`src/rtl/alu_comparator_pipe_pkg.sv`:
```
`default_nettype none
// ============================================================================
// Module      : alu_comparator_pipe_pkg
// Description : Shared operation encoding and result helpers for the
//               pipelined branch comparator.
// Revision    : 1.0 - initial release
// ============================================================================
package alu_comparator_pipe_pkg;

    typedef enum logic [2:0] {
        C_NONE = 3'd0,
        C_EQ   = 3'd1,
        C_NE   = 3'd2,
        C_LT   = 3'd3,
        C_GE   = 3'd4,
        C_LTU  = 3'd5,
        C_GEU  = 3'd6
    } ComparatorOp;

    // Four-character ASCII mnemonic, kept as a packed vector so it stays synthesizable.
    function automatic logic [31:0] op_name(input ComparatorOp op);
        logic [31:0] r_name;
        r_name = "????";
        case (op)
            C_NONE: r_name = "NONE";
            C_EQ:   r_name = "EQ  ";
            C_NE:   r_name = "NE  ";
            C_LT:   r_name = "LT  ";
            C_GE:   r_name = "GE  ";
            C_LTU:  r_name = "LTU ";
            C_GEU:  r_name = "GEU ";
            default: r_name = "????";
        endcase
        return r_name;
    endfunction

    function automatic logic is_signed_op(input ComparatorOp op);
        return (op == C_LT) || (op == C_GE);
    endfunction

    function automatic logic final_result(input ComparatorOp op, input logic eq, input logic lt);
        logic r_res;
        r_res = 1'b0;
        case (op)
            C_EQ:         r_res = eq;
            C_NE:         r_res = !eq;
            C_LT, C_LTU:  r_res = !eq && lt;
            C_GE, C_GEU:  r_res = eq || !lt;
            default:      r_res = 1'b0;
        endcase
        return r_res;
    endfunction

endpackage
`default_nettype wire

```
`src/rtl/alu_comparator_pipe_chunk_stage.sv`:
```
`default_nettype none
// ============================================================================
// Module      : cmp_chunk_stage
// Description : Compares the top chunk of the remaining operand bits, folds it
//               into the running eq/lt flags and registers the result.
// Revision    : 1.0 - initial release
// ============================================================================
module cmp_chunk_stage
    import alu_comparator_pipe_pkg::*;
#(
    parameter int CW           = 8,
    parameter int REM_W        = 32,
    parameter bit SIGNED_CHUNK = 1'b0,
    parameter int TAG_WIDTH    = 4,
    localparam int c_OUT_W     = (REM_W > CW) ? (REM_W - CW) : 1
) (
    input  logic                 clk,
    input  logic                 rst,
    input  logic                 i_flush,
    input  logic                 i_valid,
    output logic                 o_ready,
    input  ComparatorOp          i_op,
    input  logic [TAG_WIDTH-1:0] i_tag,
    input  logic                 i_eq,
    input  logic                 i_lt,
    input  logic [REM_W-1:0]     i_a,
    input  logic [REM_W-1:0]     i_b,
    input  logic                 i_down_ready,
    output logic                 o_valid,
    output ComparatorOp          o_op,
    output logic [TAG_WIDTH-1:0] o_tag,
    output logic                 o_eq,
    output logic                 o_lt,
    output logic [c_OUT_W-1:0]   o_a,
    output logic [c_OUT_W-1:0]   o_b
);

    logic [CW-1:0]        w_chunk_a;
    logic [CW-1:0]        w_chunk_b;
    logic                 w_chunk_lt;
    logic                 w_eq_d;
    logic                 w_lt_d;
    logic                 w_ready;
    logic                 w_load;
    logic [c_OUT_W-1:0]   w_rest_a;
    logic [c_OUT_W-1:0]   w_rest_b;

    logic                 r_valid;
    ComparatorOp          r_op;
    logic [TAG_WIDTH-1:0] r_tag;
    logic                 r_eq;
    logic                 r_lt;
    logic [c_OUT_W-1:0]   r_a;
    logic [c_OUT_W-1:0]   r_b;

    assign w_chunk_a = i_a[REM_W-1 -: CW];
    assign w_chunk_b = i_b[REM_W-1 -: CW];

    // Only the MSB chunk of a signed op carries the sign bit.
    always_comb begin
        if (SIGNED_CHUNK && is_signed_op(i_op)) begin
            w_chunk_lt = $signed(w_chunk_a) < $signed(w_chunk_b);
        end else begin
            w_chunk_lt = w_chunk_a < w_chunk_b;
        end
    end

    assign w_eq_d = i_eq && (w_chunk_a == w_chunk_b);
    assign w_lt_d = (i_eq && (w_chunk_a != w_chunk_b)) ? w_chunk_lt : i_lt;

    if (REM_W > CW) begin : g_rest
        assign w_rest_a = i_a[REM_W-CW-1:0];
        assign w_rest_b = i_b[REM_W-CW-1:0];
    end else begin : g_no_rest
        assign w_rest_a = '0;
        assign w_rest_b = '0;
    end

    assign w_ready = !r_valid || i_down_ready;
    assign w_load  = w_ready && i_valid;

    always_ff @(posedge clk) begin
        if (rst) begin
            r_valid <= 1'b0;
            r_op    <= C_NONE;
            r_tag   <= '0;
            r_eq    <= 1'b0;
            r_lt    <= 1'b0;
            r_a     <= '0;
            r_b     <= '0;
        end else begin
            if (i_flush) begin
                r_valid <= 1'b0;
            end else if (w_ready) begin
                r_valid <= i_valid;
            end
            if (w_load) begin
                r_op  <= i_op;
                r_tag <= i_tag;
                r_eq  <= w_eq_d;
                r_lt  <= w_lt_d;
                r_a   <= w_rest_a;
                r_b   <= w_rest_b;
            end
        end
    end

    assign o_ready = w_ready;
    assign o_valid = r_valid;
    assign o_op    = r_op;
    assign o_tag   = r_tag;
    assign o_eq    = r_eq;
    assign o_lt    = r_lt;
    assign o_a     = r_a;
    assign o_b     = r_b;

endmodule
`default_nettype wire

```
`src/rtl/alu_comparator_pipe.sv`:
```
`default_nettype none
// ============================================================================
// Module      : alu_comparator_pipe
// Description : Elastic, chunked branch comparator resolving MSB chunk first,
//               one chunk per stage, with tag passthrough and flush.
// Revision    : 1.0 - initial release
// ============================================================================
module alu_comparator_pipe
    import alu_comparator_pipe_pkg::*;
#(
    parameter int WIDTH     = 32,
    parameter int STAGES    = 4,
    parameter int TAG_WIDTH = 4
) (
    input  logic                 clk,
    input  logic                 reset,
    input  logic                 flush,
    input  logic                 in_valid,
    output logic                 in_ready,
    input  ComparatorOp          in_op,
    input  logic [WIDTH-1:0]     in_a,
    input  logic [WIDTH-1:0]     in_b,
    input  logic [TAG_WIDTH-1:0] in_tag,
    output logic                 out_valid,
    input  logic                 out_ready,
    output logic                 out_result,
    output logic [TAG_WIDTH-1:0] out_tag
);

    localparam int c_CW = WIDTH / STAGES;

    logic [STAGES-1:0]    w_valid;
    logic [STAGES-1:0]    w_ready;
    logic [STAGES-1:0]    w_eq;
    logic [STAGES-1:0]    w_lt;
    ComparatorOp          w_op  [STAGES];
    logic [TAG_WIDTH-1:0] w_tag [STAGES];
    logic                 w_unused_tail;

    for (genvar k = 0; k < STAGES; k++) begin : g_stage
        localparam int c_REM_W = WIDTH - k * c_CW;
        localparam int c_OUT_W = (c_REM_W > c_CW) ? (c_REM_W - c_CW) : 1;

        logic                 w_in_valid;
        ComparatorOp          w_in_op;
        logic [TAG_WIDTH-1:0] w_in_tag;
        logic                 w_in_eq;
        logic                 w_in_lt;
        logic [c_REM_W-1:0]   w_in_a;
        logic [c_REM_W-1:0]   w_in_b;
        logic                 w_down_ready;
        logic [c_OUT_W-1:0]   w_rem_a;
        logic [c_OUT_W-1:0]   w_rem_b;

        if (k == 0) begin : g_head
            assign w_in_valid = in_valid && !flush;
            assign w_in_op    = in_op;
            assign w_in_tag   = in_tag;
            assign w_in_eq    = 1'b1;
            assign w_in_lt    = 1'b0;
            assign w_in_a     = in_a;
            assign w_in_b     = in_b;
        end else begin : g_link
            assign w_in_valid = w_valid[k-1];
            assign w_in_op    = w_op[k-1];
            assign w_in_tag   = w_tag[k-1];
            assign w_in_eq    = w_eq[k-1];
            assign w_in_lt    = w_lt[k-1];
            assign w_in_a     = g_stage[k-1].w_rem_a;
            assign w_in_b     = g_stage[k-1].w_rem_b;
        end

        if (k == STAGES - 1) begin : g_tail
            assign w_down_ready = out_ready;
        end else begin : g_mid
            assign w_down_ready = w_ready[k+1];
        end

        cmp_chunk_stage #(
            .CW           (c_CW),
            .REM_W        (c_REM_W),
            .SIGNED_CHUNK (k == 0),
            .TAG_WIDTH    (TAG_WIDTH)
        ) u_stage (
            .clk          (clk),
            .rst          (reset),
            .i_flush      (flush),
            .i_valid      (w_in_valid),
            .o_ready      (w_ready[k]),
            .i_op         (w_in_op),
            .i_tag        (w_in_tag),
            .i_eq         (w_in_eq),
            .i_lt         (w_in_lt),
            .i_a          (w_in_a),
            .i_b          (w_in_b),
            .i_down_ready (w_down_ready),
            .o_valid      (w_valid[k]),
            .o_op         (w_op[k]),
            .o_tag        (w_tag[k]),
            .o_eq         (w_eq[k]),
            .o_lt         (w_lt[k]),
            .o_a          (w_rem_a),
            .o_b          (w_rem_b)
        );
    end

    // The last stage has no operand bits left; its padding is intentionally dropped.
    assign w_unused_tail = ^{g_stage[STAGES-1].w_rem_a, g_stage[STAGES-1].w_rem_b};

    // A request presented during flush is dropped rather than accepted.
    assign in_ready   = w_ready[0] && !flush;
    assign out_valid  = w_valid[STAGES-1];
    assign out_result = final_result(w_op[STAGES-1], w_eq[STAGES-1], w_lt[STAGES-1]);
    assign out_tag    = w_tag[STAGES-1];

endmodule
`default_nettype wire

```
`config.mk`:
```
export PLATFORM = sky130hd
export DESIGN_NAME = alu_comparator_pipe
export DESIGN_NICKNAME = d
export VERILOG_FILES = /design/src/rtl/alu_comparator_pipe_pkg.sv /design/src/rtl/alu_comparator_pipe_chunk_stage.sv /design/src/rtl/alu_comparator_pipe.sv
export SDC_FILE = /design/constraint.sdc
export NUM_CORES = 1
export LEC_CHECK = 0
export ABC_AREA = 1
export CORE_UTILIZATION = 56
export CTS_BUF_LIST = sky130_fd_sc_hd__clkbuf_4
export DETAILED_ROUTE_END_ITERATION = 8
export PLACE_DENSITY = 0.93
export SYNTH_ARGS = -nofsm -noshare
export SYNTH_HDL_FRONTEND = slang
export SYNTH_SLANG_ARGS = --single-unit
```
`constraint.sdc`:
```
create_clock -name clk -period 1.8 [get_ports clk]
set_input_delay 0.36 -clock clk [delete_from_list [all_inputs] [get_ports clk]]
set_output_delay 0.36 -clock clk [all_outputs]
set_load 0.01 [all_outputs]
```
==> results of run 1 <==
==> cell usage in the layout (no fill, tap or decap), drive strengths merged <==
cell type,synthesis,routed
nand3,5,5
buf,14,28
o21ai,136,136
a211oi,1,1
nor3,3,3
clkinvlp,0,5
o21bai,1,1
o31ai,1,1
nor2,217,217
nand2,43,43
or2,2,2
inv,56,60
a31oi,1,1
dfxtp,136,136
bufinv,0,1
ha,32,32
nand4,2,2
clkinv,1,5
clkdlybuf4s50,0,75
dlymetal6s2s,0,4
a21oi,52,52
clkbuf,23,18
dlygate4sd2,0,1
o211ai,1,1
a21o,1,1
==> critical path, delay by kind of cell (launching register included) <==
family                 cells  cell delay (ps)
AND/OR/NAND/NOR            1              230
AO/OA/AOI/OAI              2              180
flip-flops                 1              360
buffers and inverters      2              190
==> worst paths after layout <==
check / from / to / slack (ps) / cells after the start
min: in_op[0] / g_stage[0].u_stage.o_op[0]$_SDFFE_PP0P_ / 430 / 3
max reg2reg: g_stage[3].u_stage.o_valid$_SDFFE_PP0P_ / g_stage[0].u_stage.o_b[4]$_SDFFE_PP0P_ / 230 / 10
max: g_stage[3].u_stage.o_op[0]$_SDFFE_PP0P_ / out_result / -30 / 5
min reg2reg: g_stage[1].u_stage.o_b[13]$_SDFFE_PP0P_ / g_stage[1].u_stage.o_b[13]$_SDFFE_PP0P_ / 480 / 2
==> flip-flops by register name, indices dropped and copies added, names as in the netlist <==
register                 cells
g_stage.u_stage.o_lt         4
g_stage.u_stage.o_tag       16
g_stage.u_stage.o_valid      4
g_stage.u_stage.o_op        12
g_stage.u_stage.o_a         48
g_stage.u_stage.o_eq         4
g_stage.u_stage.o_b         48
==> cells by family after synthesis <==
group | count (synthesis)
simple gates | 272
compound gates | 194
flops | 136
buf+inv | 94
fa+ha+maj | 32
==> routing by layer <==
| metal | wire (µm) | GRT usage (%) | vias to the layer above |
|---|---|---|---|
| met1 | 5240 | 29.5 | 2318 |
| met3 | 494 | 5.73 | 23 |
| li1 | - | - | 2541 |
| met2 | 6200 | 44.5 | 122 |
| met5 | 0 | 0 | - |
| met4 | 229 | 11.4 | 0 |
==> power by group through the flow <==
stage	clock [mW]	combinational (mW)	sequential, mW
2_1_floorplan	0	0.443	3.27
3_3_place_gp	0	0.713	3.28
3_5_place_dp	0	0.750	3.29
4_1_cts	1.85	0.759	3.22
5_1_grt	1.99	0.861	3.24
6_report	1.84	0.761	3.22
==> what timing repair did <==
| action | 4_1_cts | 5_1_grt |
|---|---|---|
| resized for setup | 18 | 7 |
| buffers inserted | 2 | 0 |
| setup endpoints to repair | 3 | 6 |
| gates cloned | 0 | 0 |
| pin swaps | 1 | 1 |
| hold buffers | 0 | 0 |
==> through the flow <==
step / hold slack [ps] / setup TNS (ps)
after floorplan: 429 / 0
after global placement: 443 / -4070
after detailed placement: 455 / -11360
after CTS: 411 / -51.7
after global routing: 424 / -157
final: 433 / -27.4
==> final cells by class <==
cell class	instances	area share (%)
Sequential cell	136	39.4
Multi-Input combinational cell	498	35.8
Timing Repair Buffer	108	15.7
Inverter	57	3.09
Tap cell	129	2.33
Clock buffer	18	1.95
Clock inverter	14	1.79
==> results.toml, run 1 <==
[clocking]
cts_made_buffers = 17
cts.path.max_buffers = 2
ctsRootBufferMaster = "clkbuf_4"
cts.sinks = 136
clkSlewWorstSetupHoldPaths_ps = 110
htreeDepth = 4
cts_tree = "built"
clk_latency_ps = 530

[placed_design]
place_area_mm2 = 0.00664
pre_cts_ws_ps = -260
dp_hpwl_um = 8580
placed_cells = 926
numPortBuffers = 82
place.gp.congestion = 0.862

[logic_synthesis]
synth_top_family_by_area = "simple AND/OR/NAND/NOR gates"
yosys.area_share.simple_pct = 19.3
synth_top_cell_area_share_pct = 49.0
synth_nets = 836
synth_area_mm2 = 0.00556
async_flop_share_pct = 0
ys.flop_type = "dfxtp_1"
netlist_instances = 728
ys_warn_count = 0
muxShareOfSynthArea_pct = 0
synth_area_leaders = "dfxtp_1, nor2_1, o21ai_0"
yosysTopAreaCell = "dfxtp_1"
ys_ff_latch = 136
synth.avg_cell_area_um2 = 7.63
synth.most_common_cell = "nor2_1"
synth-seq-area-share_pct = 49.0
synth_top_cells_by_count = "nor2_1, dfxtp_1, o21ai_0"
yosys.area_share.xor_xnor_pct = 0
synth_adder_area_share_pct = 7.21
synth_compound_area_share_pct = 17.7
synth_edf_count = 0
synth.distinct_cells = 28

[drt]
vias = 5004
postRouteAntennaNets = 0
drc = 0
drt-total-wl_um = 12200
routed_via_density = 5.21
dr.first_iter.drc_count = 306
dr.pass1.iters = 5
wl_per_cell_um = 12.7

[power_and_ir_drop]
p_sw_share_pct = 27.4
finalPower_mw = 5.82
ir_worst_vdd_mv = 0.642
p_per_area_mw_per_mm2 = 840
leakagePower_nw = 2.97
switchingPower_mw = 1.59
clockPowerShare_pct = 31.6
pwr-share-comb_pct = 13.1
p_int_mw = 4.23
seq_power_share_pct = 55.4

[floorplanning]
fp.dieW_um = 102
ios = 83
chipHeight_um = 102
rows = 35
core_area_mm2 = 0.00942
die-area_mm2 = 0.0103
initial_utilization_pct = 59.0

[global_routing]
grt_pass1_vias = 4861
grt-ovfl-total = 0
grt_use_total_pct = 25.4
grt_max_degree = 98
grt_pass1_wl_um = 20400
antenna_found_initial = 0

[critical_path]
path_cells = "inv_2, or2_4, a21oi_2, o21ai_1, buf_2"
arrival_ps = 1470
slowest_delay_ps = 360
cp-end-kind = "output port"
slowest_stage = "dfxtp_2"
cp.required_ps = 1440
cp_max_fo = 3
startpoint_type = "register"
worstSetupPathType = "register to output port"

[sta]
rsz0062_at_grt = "yes"
slew_headroom_pct = 77.4
setup_viol = 1
fmax_mhz = 547
fin_crit_ps = 1830
fin_ws_ps = -27.4
fin_skew_ps = 16.4
worstMarginPinSlew_ps = 337
drv_slew = 0
final_hold_viol_count = 0
fin_crit_sh_pct = 102

[finish]
antenna_cells = 0
seqCellArea_mm2 = 0.00273
drive_gt1_share_pct = 9.27
multi_input_area_mm2 = 0.00248
area_growth_pct = 24.7
finalNonFillerCells = 960
design_area_mm2 = 0.00693
nets = 926
final_util_pct = 73.6
fillers = 639

[status]
status = "finished, violations left"
violations = "negative setup slack"

[hold_path]
hold_class = "input pin to register"

[run]
cap_violations = 0
Power figures use the tool's default switching activity.
==> run 2, diff against run 1 <==
--- a/config.mk
+++ b/config.mk
@@ -9,6 +9,7 @@
 export CORE_UTILIZATION = 56
 export CTS_BUF_LIST = sky130_fd_sc_hd__clkbuf_4
 export DETAILED_ROUTE_END_ITERATION = 8
+export GPL_TIMING_DRIVEN = 0
 export PLACE_DENSITY = 0.93
 export SYNTH_ARGS = -nofsm -noshare
 export SYNTH_HDL_FRONTEND = slang
==> results.toml, run 2 (same netlist as run 1, synthesis figures left out) <==
[clocking]
clkSlewWorstSetupHoldPaths_ps = 110
clk_latency_ps = 530
cts_made_buffers = 17
htreeDepth = 4
ctsRootBufferMaster = "clkbuf_4"
cts.path.max_buffers = 2
cts_tree = "built"
cts.sinks = 136

[floorplanning]
rows = 35
ios = 83
fp.dieW_um = 102
chipHeight_um = 102
core_area_mm2 = 0.00942
die-area_mm2 = 0.0103
initial_utilization_pct = 59.0

[sta]
worstMarginPinSlew_ps = 538
rsz0062_at_grt = "yes"
tns_ps = -32.7
setup_viol = 1
final_hold_viol_count = 0
slew_headroom_pct = 64.2
fin_crit_ps = 1830
fmax_mhz = 546
fin_skew_ps = 14.5
fin_ws_ps = -32.7
whs_ps = 442
fin_crit_sh_pct = 102
drv_slew = 0

[power_and_ir_drop]
finalPower_mw = 5.96
leakagePower_nw = 2.98
ir_worst_vdd_mv = 0.483
p_per_area_mw_per_mm2 = 863

[run]
cap_violations = 0

[global_routing]
grt_use_total_pct = 27.5
grt_pass1_wl_um = 21800
grt_max_degree = 17
antenna_found_initial = 0
grt_pass1_vias = 4947
grt-ovfl-total = 0

[drt]
vias = 5267
postRouteAntennaNets = 0
wl_per_cell_um = 14.0
dr.first_iter.drc_count = 353
drt-total-wl_um = 13600
dr.pass1.iters = 5
drc = 0
routed_via_density = 5.40

[critical_path]
worstSetupPathType = "register to output port"
cp.required_ps = 1440
cp-end-kind = "output port"
startpoint_type = "register"
slowest_delay_ps = 350
slowest_stage = "dfxtp_2"
arrival_ps = 1470
path_cells = "inv_2, or2_4, a21oi_2, o21ai_1, buf_2"
cp_max_fo = 3

[status]
violations = "negative setup slack"
status = "finished, violations left"

[placed_design]
dp_hpwl_um = 10100
numPortBuffers = 82
pre_cts_ws_ps = -393
place.gp.congestion = 0.850

[hold_path]
hold_class = "input pin to register"

[finish]
final_util_pct = 73.4
area_growth_pct = 24.3
final_cell_mix = "nor2_1, dfxtp_1, o21ai_0"
final_common_cell = "nor2_1"
drive_gt1_share_pct = 8.97
nets = 942
antenna_cells = 0
run 2: worst max-delay path: cells and delay by family, from the launching register on:
family / cells / cell delay (ps)
buf+inv: 2 / 190
simple gates: 1 / 230
flops: 1 / 350
compound gates: 2 / 190
run 2: path summary, 6_finish.rpt:
check | start | end | slack [ps] | cells after the start
min | in_b[21] | g_stage[0].u_stage.o_b[21]$_SDFFE_PP0P_ | 440 | 3
max reg2reg | g_stage[3].u_stage.o_valid$_SDFFE_PP0P_ | g_stage[0].u_stage.o_eq$_SDFFE_PP0P_ | 90 | 9
min reg2reg | g_stage[0].u_stage.o_a[16]$_SDFFE_PP0P_ | g_stage[0].u_stage.o_a[16]$_SDFFE_PP0P_ | 470 | 2
max | g_stage[3].u_stage.o_op[0]$_SDFFE_PP0P_ | out_result | -30 | 5
run 2: layer usage:
metal	up-vias	global-route usage [%]	part of all wire (%)
met5	-	0	0
met4	0	14.3	3.0
met3	53	4.62	6.7
met2	227	48.6	49
met1	2400	32.0	41
li1	2587	-	-
run 2: repair_timing:
item	4_1_cts	5_1_grt
buffers inserted	5	0
hold buffers	0	0
endpoints found under the setup margin	2	70
resized for setup	20	23
pin swaps	3	3
run 2: stage by stage:
stage,cell area [µm²],std cells
6_report,6910,976
3_3_place_gp,6540,939
4_1_cts,6880,976
5_1_grt,6910,976
3_5_place_dp,6540,939
2_1_floorplan,5560,728
run 2: where the power goes:
group          switching [mW]  total [mW]  internal (mW)
clock network            1.13        1.96          0.825
logic                   0.414       0.773          0.359
registers              0.0735        3.23           3.15
total                    1.62        5.96           4.34
run 2: cell type report:
| class | instances | area (µm²) |
|---|---|---|
| Buffer | 37 | 171 |
| Tap cell | 129 | 161 |
| Inverter | 57 | 214 |
| Sequential cell | 136 | 2730 |
| Multi-Input combinational cell | 498 | 2490 |
| Clock inverter | 15 | 153 |
| Timing Repair Buffer | 87 | 867 |
| Fill cell | 670 | 2510 |
| Clock buffer | 17 | 128 |
==> run 3, diff against run 2 <==
--- a/config.mk
+++ b/config.mk
@@ -7,7 +7,7 @@
 export LEC_CHECK = 0
 export ABC_AREA = 1
 export CORE_UTILIZATION = 56
-export CTS_BUF_LIST = sky130_fd_sc_hd__clkbuf_4
+export CTS_BUF_LIST = sky130_fd_sc_hd__clkbuf_2 sky130_fd_sc_hd__clkbuf_4 sky130_fd_sc_hd__clkbuf_8
 export DETAILED_ROUTE_END_ITERATION = 8
 export GPL_TIMING_DRIVEN = 0
 export PLACE_DENSITY = 0.93
==> constraint.sdc (replaced) <==
create_clock -name clk -period 1.8 [get_ports clk]
set_input_delay 0.27 -clock clk [delete_from_list [all_inputs] [get_ports clk]]
set_output_delay 0.27 -clock clk [all_outputs]
set_load 0.01 [all_outputs]
==> results.toml, run 3 (same netlist as run 1, synthesis figures left out) <==
[status]
status = "complete, no violations"

[finish]
fillers = 641
final_common_cell = "nor2_1"
design_area_mm2 = 0.00700
finalNonFillerCells = 973
area_growth_pct = 25.9
final_cell_mix = "nor2_1, dfxtp_1, o21ai_0"
drive_gt1_share_pct = 8.18
nets = 939
antenna_cells = 0

[drt]
vias = 5320
dr.first_iter.drc_count = 370
routed_via_density = 5.47
dr.pass1.iters = 5
postRouteAntennaNets = 0
drt-total-wl_um = 14400
wl_per_cell_um = 14.8
drc = 0

[hold_path]
hold_class = "input pin to register"

[global_routing]
grt-ovfl-total = 0
grt_pass1_vias = 5045
antenna_found_initial = 0
grtUsageMet3_pct = 7.87
busiest_layer = "met2"
grt_use_total_pct = 28.8
grt_pass1_wl_um = 22600
use_met2_pct = 50.3
grtUsageMet1_pct = 32.4
grt_max_degree = 17

[critical_path]
arrival_ps = 2110
cp.required_ps = 2180
worstSetupPathType = "input pin to register"
cp-end-kind = "register"
cp_max_fo = 10
startpoint_type = "input pin"

[floorplanning]
core_area_mm2 = 0.00942
initial_utilization_pct = 59.0
rows = 35
chipHeight_um = 102
die-area_mm2 = 0.0103
ios = 83
fp.dieW_um = 102

[sta]
worstMarginPinSlew_ps = 557
setup_viol = 0
fin_skew_ps = 10.5
final_hold_viol_count = 0
fin_crit_sh_pct = 95.9
fin_crit_ps = 1730
fmax_mhz = 579
slew_headroom_pct = 62.9
drv_slew = 0

[placed_design]
place.gp.congestion = 0.850
place_area_mm2 = 0.00654
dp_hpwl_um = 10100
placed_cells = 939
numPortBuffers = 82

[clocking]
clkSlewWorstSetupHoldPaths_ps = 80
ctsRootBufferMaster = "clkbuf_8"
cts_made_buffers = 17
cts_tree = "built"
clk_latency_ps = 450
cts.sinks = 136
cts.path.max_buffers = 2
htreeDepth = 4
cts_hold_buffers = 0

[power_and_ir_drop]
p_per_area_mw_per_mm2 = 940
leakagePower_nw = 2.93
ir_worst_vdd_mv = 0.665

[run]
cap_violations = 0
-- run 3: cell types whose count changed in the layout (fill, tap and decap cells not counted), moves of 2 or more --
cell and change:
buf_4 -3, clkbuf_1 +2, clkinv_1 -3, clkbuf_4 -17, clkbuf_8 +20, inv_1 +2
clkdlybuf4s50_1 +5, dlymetal6s2s_1 -5, inv_2 -2
-- run 3: what timing repair did --
item                       4_1_cts  5_1_grt
resized for setup                9       17
setup buffers                    2        0
pin swaps                        2        0
hold endpoints to repair         0        0
setup endpoints to repair        2       42
-- run 3: cell type report --
type	count	area [µm²]	share of cell area, %
flip-flops and latches	136	2730	39.0
multi-input cells	498	2480	35.5
repair buffers	84	826	11.8
clock buffers	20	275	3.93
inverters	57	214	3.06
plain buffers	37	169	2.41
well taps	129	161	2.31
clock inverters	12	141	2.02
-- run 3: worst max-delay path: stages --
cell,delay (ps)
clkdlybuf4s50_1,590
inv_1,180
buf_2,250
clkbuf_1,430
o21ai_0,250
nor2_1,120
-- run 3: per-stage QoR --
| step | util [%] | setup slack (ps) | power (mW) | hold WS [ps] | TNS, ps |
|---|---|---|---|---|---|
| after floorplan | - | 454 | 3.71 | 339 | 0 |
| after global placement | 69.4 | -258 | 3.99 | 443 | -9620 |
| after detailed placement | 69.4 | -303 | 4.04 | 454 | -16970 |
| after CTS | 74.1 | 19.2 | 6.56 | 430 | 0 |
| after global routing | 74.3 | -0.0366 | 6.80 | 447 | -0.0366 |
| final | 74.3 | 73.2 | 6.58 | 440 | 0 |
-- run 3: per-layer routing --
metal / up-vias / part of all wire [%]
li1: 2570 / -
met1: 2451 / 39
met2: 248 / 50
met3: 51 / 7.6
met4: 0 / 3.2
met5: - / 0
-- run 3: final timing paths --
path / startpoint / endpoint / slack (ps) / cells after the start
worst max-delay path: reset / g_stage[2].u_stage.o_tag[3]$_SDFFE_PP0P_ / 70 / 6
worst min-delay path: in_b[21] / g_stage[0].u_stage.o_b[21]$_SDFFE_PP0P_ / 440 / 3
worst max register to register: g_stage[3].u_stage.o_valid$_SDFFE_PP0P_ / g_stage[2].u_stage.o_tag[3]$_SDFFE_PP0P_ / 120 / 8
worst min register to register: g_stage[0].u_stage.o_a[16]$_SDFFE_PP0P_ / g_stage[0].u_stage.o_a[16]$_SDFFE_PP0P_ / 460 / 2
-- run 3: where the power goes --
part           internal [mW]  switching, mW
sequential              3.15         0.0770
combinational          0.356          0.425
clock                   1.36           1.21
total                   4.87           1.71
==> variant 1: new RTL, settings of run 1 <==
`TAG_WIDTH` is set to 4 in 2 places; all go to 6.
--- a/src/rtl/alu_comparator_pipe_chunk_stage.sv
+++ b/src/rtl/alu_comparator_pipe_chunk_stage.sv
@@ -12,5 +12,5 @@
     parameter int REM_W        = 32,
     parameter bit SIGNED_CHUNK = 1'b0,
-    parameter int TAG_WIDTH    = 4,
+    parameter int TAG_WIDTH    = 6,
     localparam int c_OUT_W     = (REM_W > CW) ? (REM_W - CW) : 1
 ) (
--- a/src/rtl/alu_comparator_pipe.sv
+++ b/src/rtl/alu_comparator_pipe.sv
@@ -11,5 +11,5 @@
     parameter int WIDTH     = 32,
     parameter int STAGES    = 4,
-    parameter int TAG_WIDTH = 4
+    parameter int TAG_WIDTH = 6
 ) (
     input  logic                 clk,
Ports: changed (resized in_tag and out_tag); port bits go from 83 to 87. The function was not compared with the original's and may differ.
==> variant 1 against run 1 <==
- the flow still finishes with violations (negative setup slack)
- utilization down 2.3 points
- sequential cell count grew 8
- routed wire length is 4.7% higher
- cell area increased by 5.8%
- combinational power up 6.8%
- power rose by 9.1%
- worst setup slack worse by 0.0037 ns
- area after synthesis up 6.4%
- global-route usage is 1.0 points lower
- worst hold slack lost 0.027 ns
- non-clock buffer count grew 6
- critical path type unchanged
- highest routed layer unchanged
==> variant 1: results (changes against run 1) <==
| Metric | Value |
|---|---|
| Multiplexer share of the synthesized area | `0% (unchanged)` |
| IO buf count | `86 (+4.9%)` |
| Commonest cells post-synth | `nor2_1 (233), dfxtp_1 (144), o21ai_0 (105)` |
| Ranking of synthesized cells by area | `dfxtp_1 (49%), nor2_1 (15%), o21ai_0 (8.9%)` |
| Failing checks | `negative setup slack` |
| Setup TNS | `-0.0311 ns (-0.00370 ns)` |
| Clock-pin slew on the worst setup and hold paths | `0.14 ns (+0.03 ns)` |
| Gpl congestion | `0.789 (-8.5%)` |
| Syn Nets | `876 (+4.8%)` |
| Placed cell count | `970 (+4.8%)` |
| HPWL Detailed | `9.02 mm (+5.1%)` |
| Adder-cell share of the synthesized area | `6.77% (-0.43 points)` |
| Slew HR | `75.4% (-2.0 points)` |
| Initial antenna violation count | `1 (+1)` |
| Clk buf depth | `2 (unchanged)` |
| Leak | `3.13 nW (+5.5%)` |
| Vias in the first global route | `5015 (+3.2%)` |
| Nets@finish | `967 (+4.4%)` |
| Area of the multi-input gates | `2600 um2 (+4.8%)` |
| Layout cells sized above 1 | `9.31% (+0.044 points)` |
| Synth Flop Type | `dfxtp_1` |
| Drt first-iter violations | `315 (+2.9%)` |
| Critical path's slowest cell | `dfxtp_2` |
| Status | `complete, but fails checks` |
| Placed instance area | `6980 um2 (+5.1%)` |
| DR WL/cell | `12.6 um (-0.18%)` |
| Max VDD drop | `577 uV (-10%)` |
| Minimum setup slack after placement | `-0.330 ns (-0.0695 ns)` |
| Final Setup Violations | `1 (unchanged)` |
| Tot GR Track Use | `24.3% (-1.0 points)` |
| Worst setup margin | `-0.0311 ns (-0.00370 ns)` |
| Fraction of the mapped netlist area in compound gates | `17.3% (-0.43 points)` |
| Largest net degree at the start of global routing | `65 (-34%)` |
| Avg Inst Size Synth | `7.72 um2 (+1.1%)` |
| FFs w/ async S/R, synth | `0% (unchanged)` |
| CP peak stage delay | `0.36 ns (about the same)` |
| CP arrival | `1.47 ns (about the same)` |
| Fillers | `753 (+18%)` |
| Max Clock Skew | `0.0203 ns (+0.00390 ns)` |
| Register area share after synthesis | `48.8% (-0.24 points)` |
| Finished Layout Cells | `1007 (+4.9%)` |
| First-pass GRT wire length | `21.8 mm (+6.7%)` |
| Vias | `5208 (+4.1%)` |
variant 1: cell types whose count changed after synthesis, moves of 5 or more:
cell,change
buf_8,+5
dfxtp_1,+8
nor2_1,+20
o21ai_0,-21
o21ai_1,+31
variant 1: final cells by class:
class	count	area share [%]
antenna	1	0.0341
clock buffer	17	1.74
clock inverter	15	2.37
inverter	54	2.76
multi-input combinational	526	35.4
sequential	144	39.4
tap	136	2.32
timing repair buffer	114	16.0
variant 1: logic make-up (layout without fill, tap and decap cells):
family / after synthesis / after routing
DFF: 144 / 144
other: 0 / 1
and+or+nand+nor: 292 / 292
buffers and inverters: 96 / 200
AOI/OAI and AO/OA: 202 / 202
adders and majority gates: 32 / 32
variant 1: worst reg2reg max path: stages (launching register included):
cell,delay [ns]
dfxtp_2,0.35
inv_2,0.04
nor2_4,0.09
nand3_2,0.10
buf_4,0.15
buf_4,0.12
nand2_1,0.13
inv_2,0.14
buf_4,0.18
nor2_1,0.11
nor2_1,0.06
variant 1: per-layer routing:
| layer | track usage, % | share of wire [%] | up-vias |
|---|---|---|---|
| li1 | - | - | 2677 |
| met1 | 28.0 | 43 | 2390 |
| met2 | 43.7 | 50 | 126 |
| met3 | 4.87 | 4.6 | 15 |
| met4 | 10.3 | 1.4 | 0 |
| met5 | 0 | 0 | - |
variant 1: path summary, 6_finish.rpt:
kind,startpoint,end,slack [ns]
setup reg to reg,g_stage[3].u_stage.o_valid$_SDFFE_PP0P_,g_stage[1].u_stage.o_a[11]$_SDFFE_PP0P_,0.22
hold reg to reg,g_stage[1].u_stage.o_b[13]$_SDFFE_PP0P_,g_stage[1].u_stage.o_b[13]$_SDFFE_PP0P_,0.47
setup / recovery,g_stage[3].u_stage.o_op[0]$_SDFFE_PP0P_,out_result,-0.03
hold / removal,in_a[12],g_stage[0].u_stage.o_a[12]$_SDFFE_PP0P_,0.41
variant 1: power breakdown:
group / total (mW) / leakage, nW / internal [mW] / switching (mW)
sequential: 3.41 / 1.18 / 3.34 / 0.0735
combinational: 0.813 / 1.80 / 0.397 / 0.416
clock: 2.13 / 0.150 / 0.863 / 1.26
variant 1: what timing repair did:
item	in CTS	in global routing
buffers inserted	3	1
endpoints found under the hold margin	0	0
cloned	0	0
setup endpoints to repair	6	5
hold buffers	0	0
gates resized for setup	22	5
pin swaps	3	4
==> variant 2: new RTL, flow settings as in run 1 <==
Made on the original files. Make the reset (`rst`) asynchronous in one clocked block.
--- a/src/rtl/alu_comparator_pipe_chunk_stage.sv
+++ b/src/rtl/alu_comparator_pipe_chunk_stage.sv
@@ -80,5 +80,5 @@
     assign w_load  = w_ready && i_valid;
 
-    always_ff @(posedge clk) begin
+    always_ff @(posedge clk or posedge rst) begin
         if (rst) begin
             r_valid <= 1'b0;
Behaviour: differs if reset is asserted again (counterexample within 10 cycles, from zero or initial values and one cycle with reset high); with reset held inactive, the same outputs for 10 cycles.
==> variant 2 against run 1 <==
- the run still ends with negative setup slack left
- power is 30% higher
- cell area is 7.5% higher
- global-route usage is 1.2 points higher
- worst setup slack worse by 0.022 ns
- sequential cell count stayed put
- non-clock buffer count is 8 lower
- routed wire length is 13% higher
- area after synthesis is 8.8% higher
- sequential share of layout area is 6.3 points higher
- largest cell class unchanged
==> variant 2: results (changes against run 1) <==
| Metric | Value |
|---|---|
| Clk_lat worst skew | `0.53 ns (about the same)` |
| Worst-path fanout max | `3 (unchanged)` |
| Num CTS Buffers | `17 (unchanged)` |
| CP arrival | `1.49 ns (+0.02 ns)` |
| Mapped Cells | `691 (-5.1%)` |
| Placed cell count | `899 (-2.9%)` |
| Worst reg2reg path startpoint | `g_stage[3].u_stage.o_valid$_DFFE_PP0P_` |
| Drt pass-1 iters | `5 (unchanged)` |
| Clk buf depth | `2 (unchanged)` |
| Minimum setup slack after placement | `-0.249 ns (+0.0111 ns)` |
| Failing checks | `negative setup slack` |
| Vias | `5051 (+0.94%)` |
| Gpl congestion | `0.838 (-2.7%)` |
| CP peak stage delay | `0.39 ns (+0.03 ns)` |
| Final Setup Violations | `1 (unchanged)` |
| Family with the most delay on the worst path | `flip-flops` |
| Leak | `3.84 nW (+29%)` |
| Worst Hold Class | `in2async` |
| Commonest cells post-synth | `nand2_1 (207), dfrtp_1 (136), inv_1 (82)` |
| Syn Nets | `799 (-4.4%)` |
| Drt first-iter violations | `333 (+8.8%)` |
| R2R depth | `8 (-2)` |
| R2r endpoint | `g_stage[0].u_stage.o_a[1]$_DFFE_PP0P_` |
| Status | `complete, but fails checks` |
| # diodes | `0 (unchanged)` |
| Clock-pin slew on the worst setup and hold paths | `0.13 ns (+0.02 ns)` |
| FFs w/ async S/R, synth | `100% (+100 points)` |
| HPWL Detailed | `9.18 mm (+7.0%)` |
| Hold slack | `0.286 ns (-0.147 ns)` |
| DR WL/cell | `14.7 um (+16%)` |
| R2R Setup Slk | `0.15 ns (-0.08 ns)` |
| Max VDD drop | `557 uV (-13%)` |
| Adder-cell share of the synthesized area | `6.62% (-0.58 points)` |
| Nets@finish | `892 (-3.7%)` |
| First-pass GRT wire length | `22.9 mm (+12%)` |
| Max Clock Skew | `0.0226 ns (+0.00617 ns)` |
| Multiplexer share of the synthesized area | `0% (unchanged)` |
| Register area share after synthesis | `56.3% (+7.3 points)` |
| Clock root buffer | `clkbuf_4` |
| IO buf count | `82 (unchanged)` |
| Critical path's slowest cell | `dfrtp_1` |
| Ranking of synthesized cells by area | `dfrtp_1 (56%), nand2_1 (13%), ha_1 (6.6%)` |
| Worst setup margin | `-0.0494 ns (-0.0220 ns)` |
| Synth warnings | `0 (unchanged)` |
| Tot GR Track Use | `26.5% (+1.2 points)` |
| Worst-Margin Slew | `0.461 ns (+0.124 ns)` |
| Vias in the first global route | `5160 (+6.2%)` |
| Fraction of the mapped netlist area in compound gates | `9.48% (-8.2 points)` |
| Xor/xnor cell area share of the yosys netlist | `0% (unchanged)` |
| Cell variety after synth | `25 (-11%)` |
| Layout cells sized above 1 | `8.28% (-0.98 points)` |
| Largest net degree at the start of global routing | `85 (-13%)` |
| Initial antenna violation count | `0 (unchanged)` |
| Routed wire length | `13.8 mm (+13%)` |
| H-tree depth | `4 (unchanged)` |
variant 2: changes by cell type after synthesis, sizes merged, moves of 2 or more:
cell	delta
a21oi	+3
buf	+6
clkbuf	-17
dfrtp	+136
dfxtp	-136
inv	+28
nand2	+166
nand3	+26
nor2	-162
nor3	-2
o21ai	-82
variant 2: report_power, final:
group          internal (mW)  leakage, nW  switching [mW]
logic                  0.640         2.01           0.829
clock network           1.14        0.182            1.18
registers               3.52         1.65           0.277
variant 2: worst max-delay path by stage:
stage                                                 from                                     to  slack (ns)  cells after the start
floorplan                                            reset  g_stage[0].u_stage.o_a[0]$_DFFE_PP0P_       -0.25                      1
global placement                                 out_ready                               in_ready       -0.25                      6
detailed placement                               out_ready                               in_ready       -0.25                      6
CTS                 g_stage[3].u_stage.o_op[0]$_DFFE_PP0P_                             out_result       -0.05                      5
global route        g_stage[3].u_stage.o_op[1]$_DFFE_PP0P_                             out_result       -0.17                      6
finish              g_stage[3].u_stage.o_op[0]$_DFFE_PP0P_                             out_result       -0.05                      5
variant 2: repair_timing:
action,CTS,global route
pin swaps,1,2
buffers inserted,2,0
hold buffers,0,0
endpoints found under the setup margin,5,4
gates resized for setup,14,7
variant 2: worst register-to-register path, stage by stage (launching register included):
cell     delay [ns]
dfrtp_1        0.37
inv_2          0.05
nor2_4         0.10
nand4_4        0.10
buf_4          0.24
nand2_2        0.17
buf_12         0.23
nor2_1         0.12
a21oi_1        0.20
variant 2: cells by family after synthesis:
group                      count (synthesis)
AOI/OAI and AO/OA                        113
adders and majority gates                 32
buffers and inverters                    110
DFF                                      136
and+or+nand+nor                          300
variant 2: layer usage:
layer  track usage [%]  wire length [um]  vias to the layer above
met1              30.4              5190                     2429
met2              47.1              7330                      225
li1                  -                 -                     2365
met4              11.3               371                        0
met5                 0                 0                        -
met3              6.81               865                       32
variant 2: per-stage QoR:
step           TNS [ns]  util, %  power, mW  cell area, um2
2_1_floorplan    -34.43        -       4.65            6050
3_3_place_gp      -6.10     68.0       5.11            7080
3_5_place_dp      -9.34     68.0       5.24            7080
4_1_cts         -0.0476     71.3       7.59            7430
5_1_grt          -0.227     71.5       8.01            7450
6_report        -0.0494     71.5       7.59            7450
variant 2: cell type report:
| class | instances | area [um2] |
|---|---|---|
| multi-input cells | 445 | 2200 |
| inverters | 84 | 319 |
| well taps | 136 | 170 |
| fillers | 713 | 2970 |
| clock inverters | 15 | 214 |
| flip-flops and latches | 136 | 3400 |
| clock buffers | 17 | 128 |
| repair buffers | 100 | 1010 |
